$ cat src/rtl/dct_1d_coeff_reader.sv
// dct_1d_coeff_reader
//   Reader side of the DCT cosine-coefficient ROM. It collects 8 signed
//   samples and then computes the 8-point 1D DCT X[k] for k = 0..7. Each
//   X[k] takes 8 MAC cycles (one ROM lookup per term). The rounded and
//   saturated result is held on the output until it is accepted.
//   Two instances, with a transpose buffer between them, form the 2D DCT.
// Ports
//   clk, rst            rising-edge clock, async active-high reset
//   in_valid/in_ready   sample handshake, in_data = x[n] in arrival order
//   rom_addr/rom_enb    ROM address m and decoder enable (asserted in MAC)
//   rom_cn              unsigned Q1.15 |coef|, combinational from the address
//   out_valid/out_ready coefficient handshake
//   out_data/out_index  saturated X[k] and its k
module dct_1d_coeff_reader #(
  parameter int DATA_W = 12,
  parameter int OUT_W  = 16,
  parameter int ACC_W  = DATA_W + 20
) (
  input  logic                     clk,
  input  logic                     rst,
  input  logic                     in_valid,
  output logic                     in_ready,
  input  logic signed [DATA_W-1:0] in_data,
  output logic [2:0]               rom_addr,
  output logic                     rom_enb,
  input  logic [15:0]              rom_cn,
  output logic                     out_valid,
  input  logic                     out_ready,
  output logic signed [OUT_W-1:0]  out_data,
  output logic [2:0]               out_index
);

  typedef enum logic [1:0] {LOAD, MAC, OUT} state_t;

  localparam int TERM_W = DATA_W + 17;
  localparam logic signed [ACC_W-1:0] HALF = ACC_W'(16384);
  localparam logic signed [ACC_W-1:0] OMAX = {{(ACC_W-OUT_W+1){1'b0}}, {(OUT_W-1){1'b1}}};
  localparam logic signed [ACC_W-1:0] OMIN = {{(ACC_W-OUT_W+1){1'b1}}, {(OUT_W-1){1'b0}}};

  state_t state, state_nx;
  logic signed [DATA_W-1:0] smp [8];
  logic [2:0] n, k;
  logic signed [ACC_W-1:0] acc;

  // Coefficient index fold. The 5-bit product wraps mod 32 by itself.
  // Subtracting from zero in 5 bits gives 32-p for p in 17..31.
  logic [4:0] p, mf, mi;
  logic       neg, zero;
  assign p    = {1'b0, n, 1'b1} * {2'b00, k};
  assign mf   = (p > 5'd16) ? (5'd0 - p) : p;
  assign neg  = (mf > 5'd8);
  assign mi   = neg ? (5'd16 - mf) : mf;
  assign zero = (mi == 5'd8);   // cos(pi/2): contributes nothing

  logic signed [TERM_W-1:0] term;
  logic signed [ACC_W-1:0]  term_ext, acc_sum, rnd_pre, rnd;
  logic signed [OUT_W-1:0]  sat_val;

  assign term     = smp[n] * $signed({1'b0, rom_cn});
  always_comb begin
    term_ext = {{(ACC_W-TERM_W){term[TERM_W-1]}}, term};
    if (zero)     term_ext = '0;
    else if (neg) term_ext = -term_ext;
  end
  assign acc_sum = acc + term_ext;
  assign rnd_pre = acc_sum + HALF;
  assign rnd     = rnd_pre >>> 15;
  assign sat_val = (rnd > OMAX) ? OMAX[OUT_W-1:0] :
                   (rnd < OMIN) ? OMIN[OUT_W-1:0] : rnd[OUT_W-1:0];

  always_ff @(posedge clk or posedge rst) begin
    if (rst) state <= LOAD;
    else     state <= state_nx;
  end

  always_comb begin
    state_nx  = state;
    in_ready  = 1'b0;
    rom_enb   = 1'b0;
    rom_addr  = 3'd0;
    out_valid = 1'b0;
    case (state)
      LOAD: begin
        in_ready = 1'b1;
        if (in_valid && n == 3'd7) state_nx = MAC;
      end
      MAC: begin
        rom_enb = 1'b1;
        if (!zero) rom_addr = mi[2:0];
        if (n == 3'd7) state_nx = OUT;
      end
      OUT: begin
        out_valid = 1'b1;
        if (out_ready) state_nx = (k == 3'd7) ? LOAD : MAC;
      end
      default: state_nx = LOAD;
    endcase
  end

  always_ff @(posedge clk or posedge rst) begin
    if (rst) begin
      n         <= '0;
      k         <= '0;
      acc       <= '0;
      out_data  <= '0;
      out_index <= '0;
      for (int i = 0; i < 8; i++) smp[i] <= '0;
    end else begin
      case (state)
        LOAD: if (in_valid) begin
          smp[n] <= in_data;
          n      <= n + 3'd1;   // wraps to 0 after the 8th sample
          if (n == 3'd7) begin
            k   <= '0;
            acc <= '0;
          end
        end
        MAC: begin
          n   <= n + 3'd1;
          acc <= acc_sum;
          if (n == 3'd7) begin
            out_data  <= sat_val;
            out_index <= k;
          end
        end
        OUT: if (out_ready) begin
          if (k != 3'd7) k <= k + 3'd1;
          acc <= '0;
          n   <= '0;
        end
        default: ;
      endcase
    end
  end

endmodule
$ cat config.mk
export PLATFORM = sky130hd
export DESIGN_NAME = dct_1d_coeff_reader
export DESIGN_NICKNAME = d
export VERILOG_FILES = /design/src/rtl/dct_1d_coeff_reader.sv
export SDC_FILE = /design/constraint.sdc
export NUM_CORES = 1
export LEC_CHECK = 0
export CAP_MARGIN = 40
export CELL_PAD_IN_SITES_DETAIL_PLACEMENT = 0
export CELL_PAD_IN_SITES_GLOBAL_PLACEMENT = 1
export CORE_UTILIZATION = 35
export CTS_BUF_LIST = sky130_fd_sc_hd__clkbuf_4 sky130_fd_sc_hd__clkbuf_8
export DETAILED_ROUTE_END_ITERATION = 16
export PLACE_DENSITY_LB_ADDON = 0.3
export SLEW_MARGIN = 30
export SYNTH_ARGS = -nofsm -noshare
export SYNTH_HDL_FRONTEND = slang
export SYNTH_SLANG_ARGS = --single-unit
$ cat constraint.sdc
create_clock -name clk -period 14.2 [get_ports clk]
set_input_delay 2.84 -clock clk [delete_from_list [all_inputs] [get_ports clk]]
set_output_delay 2.84 -clock clk [all_outputs]
set_load 0.005 [all_outputs]
# ---- Word-level counts from Yosys, hierarchy flattened
# Index checks and enable logic that the tools add are counted.
dict set report classes {
  reduce_logical 11
  magnitude_cmp 6
  div 0
  muxes 34
  shift 0
  bitwise_logic 1
  n_eq_ne 12
  n_mul 2
  addsub 7
}
# operator count
set op_table {}
lappend op_table {{two-way mux 32 bit} 5}
lappend op_table {{bitwise mux 96 bit} 1}
lappend op_table {{one-hot mux 32 bit (3 select lines)} 1}
lappend op_table {{binary-select mux 12 bit (select 3 bit)} 1}
lappend op_table {{demux 12 bit (select 3 bit)} 1}
lappend op_table {{two-way mux 12 bit} 3}
lappend op_table {{adder 32 x 16 -> 32 bit, second input constant} 1}
lappend op_table {{adder 32 bit} 1}
lappend op_table {{two-way mux 16 bit} 2}
lappend op_table {{negator 29 -> 32 bit} 1}
lappend op_table {{multiplier 12 x 17 -> 29 bit} 1}
lappend op_table {{two-way mux 3 bit} 8}
lappend op_table {{greater-than comparator 17 x 16 -> 1 bit, second input constant} 1}
lappend op_table {{< comparator 17 x 16 -> 1 bit, second input constant} 1}
lappend op_table {{inequality test 2 bit, second input constant} 6}
lappend op_table {{two-way mux 5 bit} 2}
lappend op_table {{one-hot mux 3 bit (3 select lines)} 1}
lappend op_table {{adder 3 x 1 -> 3 bit, second input constant} 2}
lappend op_table {{== test 3 bit, second input constant} 2}
lappend op_table {{two-way mux 2 bit} 3}
lappend op_table {{one-hot mux 2 bit (3 select lines)} 1}
lappend op_table {{one-hot mux 3 bit (2 select lines)} 1}
lappend op_table {{AND reduction 3 bit} 2}
lappend op_table {{== test 5 x 4 -> 1 bit, second input constant} 1}
lappend op_table {{other kinds (19)} 24}
dict set report totals {
  memories 0
  output_inout_bits 25
  ram_bits 0
  ff_bits 155
  latchBits 0
  rom_bits 0
  input_bits 32
  wordCells 87
}

# ---- Longest topological paths before layout
dict set report depth {
  depth_word 13
  depth_mapped 46
  depth_no_buf 40
}

# ---- Least setup slack after synthesis
# No wires, ideal clock.
dict set report synth_path {
  path_kind {input-to-reg}
  startpoint {in rom_cn[5]}
  endpoint {reg out_data[11]}
  slack_ns 2.546
  arrival_time_ns 11.570
  cell_stages 34
  setup_ns 0.084
  path_cell_list {clkbuf_1 nand2_1 fa_1 fa_1 fa_1 inv_1 fa_1 inv_1 fa_1 inv_1 ha_1 and3_1 a221oi_2 xnor2_1 nor4_1 nand2_1 or3_1 or3_1 o31ai_1 xor2_1 nor2_1 ha_1 a21oi_1 o21ai_0 a21o_1 a31o_2 xnor2_1 nand4b_1 or2_4 or4_4 and3_1 a211o_1 buf_6 o22ai_1}
}
dict set report synth_between {
  elab_chain_cells 9
  word_cells_on_any_way 10
  cone_classes {add/sub (3); mul (1); order compare (2); mux (4)}
}
# element line_no
set synth_rtl {}
lappend synth_rtl {{start: declaration} 26} ;# input logic [15:0] rom_cn,
lappend synth_rtl {{multiplier 12 x 17 -> 29 bit *} 59} ;# assign term = smp[n] * $signed({1'b0, rom_cn});
lappend synth_rtl {{negator 29 -> 32 bit} 63} ;# else if (neg) term_ext = -term_ext;
lappend synth_rtl {{two-way mux 32 bit *} 63}
lappend synth_rtl {{two-way mux 32 bit *} 62} ;# if (zero) term_ext = '0;
lappend synth_rtl {{adder 32 bit *} 65} ;# assign acc_sum = acc + term_ext;
lappend synth_rtl {{adder 32 x 16 -> 32 bit *} 66} ;# assign rnd_pre = acc_sum + HALF;
lappend synth_rtl {{< comparator 17 x 16 -> 1 bit} 69} ;# (rnd < OMIN) ? OMIN[OUT_W-1:0] : rnd[OUT_W-1:0];
lappend synth_rtl {{two-way mux 16 bit} 69}
lappend synth_rtl {{two-way mux 16 bit *} 68} ;# assign sat_val = (rnd > OMAX) ? OMAX[OUT_W-1:0] :
lappend synth_rtl {{end signal: assignment} 122} ;# out_data <= sat_val;
lappend synth_rtl {{end: declaration} 29} ;# output logic signed [OUT_W-1:0] out_data,
# Mark *: on every way between the ends. The rest lies on a longest branch, timed or not.
# A chain may end at the register's enable or synchronous reset.

# ---- Worst setup path in the final report
dict set report layout_path {
  startpoint {in rom_cn[0]}
  endpoint {reg out_data[13]}
}
# The elaborated chain is that of the path after synthesis.

==> metrics.md <==
| Metric | Value |
|---|---|
| Antenna viol nets, final | `0` |
| Post-CTS Setup Repair Bufs | `0` |
| Setup_tns | `0 ps` |
| Post-Syn Area | `16800 µm²` |
| Max Slew Vio Count | `0` |
| CTS Buffer Depth | `2` |
| Slowest CP cell | `o311ai_1` |
| Final WS setup | `1380 ps` |
| Antenna diodes | `0` |
| Worst Path Required | `14600 ps` |
| Mapped Nets | `between 2000 and 2500` |
| I/O pin count | `57` |
| Drt pass-1 iters | `5` |
| Largest net degree at the start of global routing | `84` |
| Crit path kind | `primary input to register` |
| Register area share after synthesis | `0.231` |
| Final Hold Viols | `0` |
| Fin crit share | `0.903` |
| Mean Syn Cell Area | `9.12 µm²` |
| Post-DP Area | `18000 µm²` |
| Die height | `221 µm` |
| Tot GR Track Use | `0.186` |
| Post-synth EDFFs | `0` |
| Area grow syn2layout | `9.10%` |
| Nature of the critical path startpoint | `primary input` |
| Most frequent CP cell | `fa_1` |
| CP arrival | `13220 ps` |
| Most frequent cells in the layout | `nand2_1, inv_1, dfrtp_1` |
| First-pass GRT wire length | `73.3 mm` |
| Fmax | `78.0 MHz` |
| Clock Latency Late Sink | `around 490 ps` |
| Ys async rst share | `1.00` |
| Run status | `finished clean` |
| Initial antenna violation count | `0` |
| Largest cells by area after synthesis | `dfrtp_1, fa_1, ha_1` |
| # resized after CTS | `0` |
| Port Buf Inserts | `56` |
| Drt via density | `5.28` |
| Synth top area share | `0.231` |
| Clock root buffer | `clkbuf_8` |
| Post-layout min period | `12820 ps` |
| Initial DRC count | `slightly below 700` |
| Synthesized flop and latch total | `155` |
| Share of cells above drive strength 1 | `0.114` |
| Max Fanout on Critical Path | `15` |
| Final setup viols | `0` |
| Hold crit path type | `register to register` |
| Congestion Overflow GR | `0` |
| Layout Skew | `12.3 ps` |
| Total clock sinks | `roughly 160` |
| Library cells used by synthesis | `89` |
| Core Rows | `~80` |
| Mapped Cells | `1841` |
| Cts bufs inserted | `17` |
| Vias in the first global route | `13800` |
| Fin nets | `2151` |
| RSZ-0062 raised after global routing | `false` |
| Max Cap Viol | `0` |
| TritonCTS clock tree | `built` |
| Initial Utilization | `0.358` |
| DRC errors left | `0` |
| Routability cong. | `0.818` |
| Worst-margin pin slew | `887 ps` |
| Ys flop type | `dfrtp_1` |
| Drt total wl | `43.3 mm` |
| Post-synth top area cell | `dfrtp_1` |
| Pre-CTS WS | `876 ps` |
| Routed wire per std cell | `17.6 µm` |
| YS warnings | `0` |
| Relative slew margins | `0.407` |
| Worst-path clk slew | `90 ps` |
| Core area | `between 40000 and 50000 µm²` |
| Hpwl dp | `33.7 mm` |
| H-tree levels | `4` |
| Post-Layout Inst Area | `18300 µm²` |
| # hold bufs at CTS | `0` |
| Die area | `48900 µm²` |
| Die Width | `221 µm` |
| Vias | `13000` |
| Slowest stage delay, CP | `around 700 ps` |
| Commonest non-fill, non-tap cell in the layout | `nand2_1` |
| CP Capture Type | `register` |
worst paths after layout:
check / startpoint / to / slack, ps / cells past startpoint
max: rom_cn[0] / out_data[13] / 1380 / 32
min: acc[3] / acc[3] / 490 / 2
min in group asynchronous: rst / out_index[0] / 2710 / 2
min reg2reg: acc[3] / acc[3] / 490 / 2
max reg2reg: n[2] / out_data[13] / 2350 / 34
max in group asynchronous: rst / smp[37] / 10470 / 4
cells in the mapped netlist (14+ instances only):
master and n:
nor2_1 108, nor4_1 14, and2_1 75, a21oi_1 86
o21ai_0 82, nand2_1 238, o22ai_1 14, nand4_1 17
xnor2_1 39, fa_1 145, mux2i_1 14, a211oi_1 14
inv_1 212, ha_1 125, nor3_1 20, dfrtp_1 155
mux2_2 101, clkbuf_1 72, xor2_1 39, a21o_1 15
or3_1 15, a22o_1 16
through the flow:
step	instances	util	hold slack (ps)
3_3_place_gp	2433	0.382	469
2_1_floorplan	1841	-	455
3_5_place_dp	2436	0.383	475
4_1_cts	2465	0.390	498
5_1_grt	2466	0.390	517
6_report	2466	0.390	495
routing by layer:
layer	routed length, µm	GRT usage
met1	20800	0.255
met2	20700	0.314
met3	1100	0.0187
met4	695	0.0431
met5	0	0
registers in the layout (all words and copies together) (netlist names):
register,cells
smp,96
acc,32
out_data,16
k,3
n,3
out_index,3
state,2
critical path: cells and delay by family:
kind,cells,cell delay [ps]
compound gates,10,3040
xor+xnor,1,170
fa+ha+maj,7,3370
buf+inv,4,890
simple gates,10,2900
cell type report:
cell class,count,area (µm²)
fill,4710,28600
sequential,155,3880
tap,607,759
clock inverter,10,70.1
multi-input combinational,1384,11800
timing repair buffer,77,752
inverter,214,808
clock buffer,19,262
cell families after synthesis:
| kind of cell | synth area share |
|---|---|
| muxes | 0.0935 |
| DFF | 0.231 |
| AOI/OAI and AO/OA | 0.129 |
| and+or+nand+nor | 0.168 |
| adders and majority gates | 0.266 |
| xor gates and xnor gates | 0.0430 |
| buffers and inverters | 0.0689 |
Power is left out: the tool's default activity adds up to more than one toggle a clock period on the data nets, which glitch-free logic cannot reach.
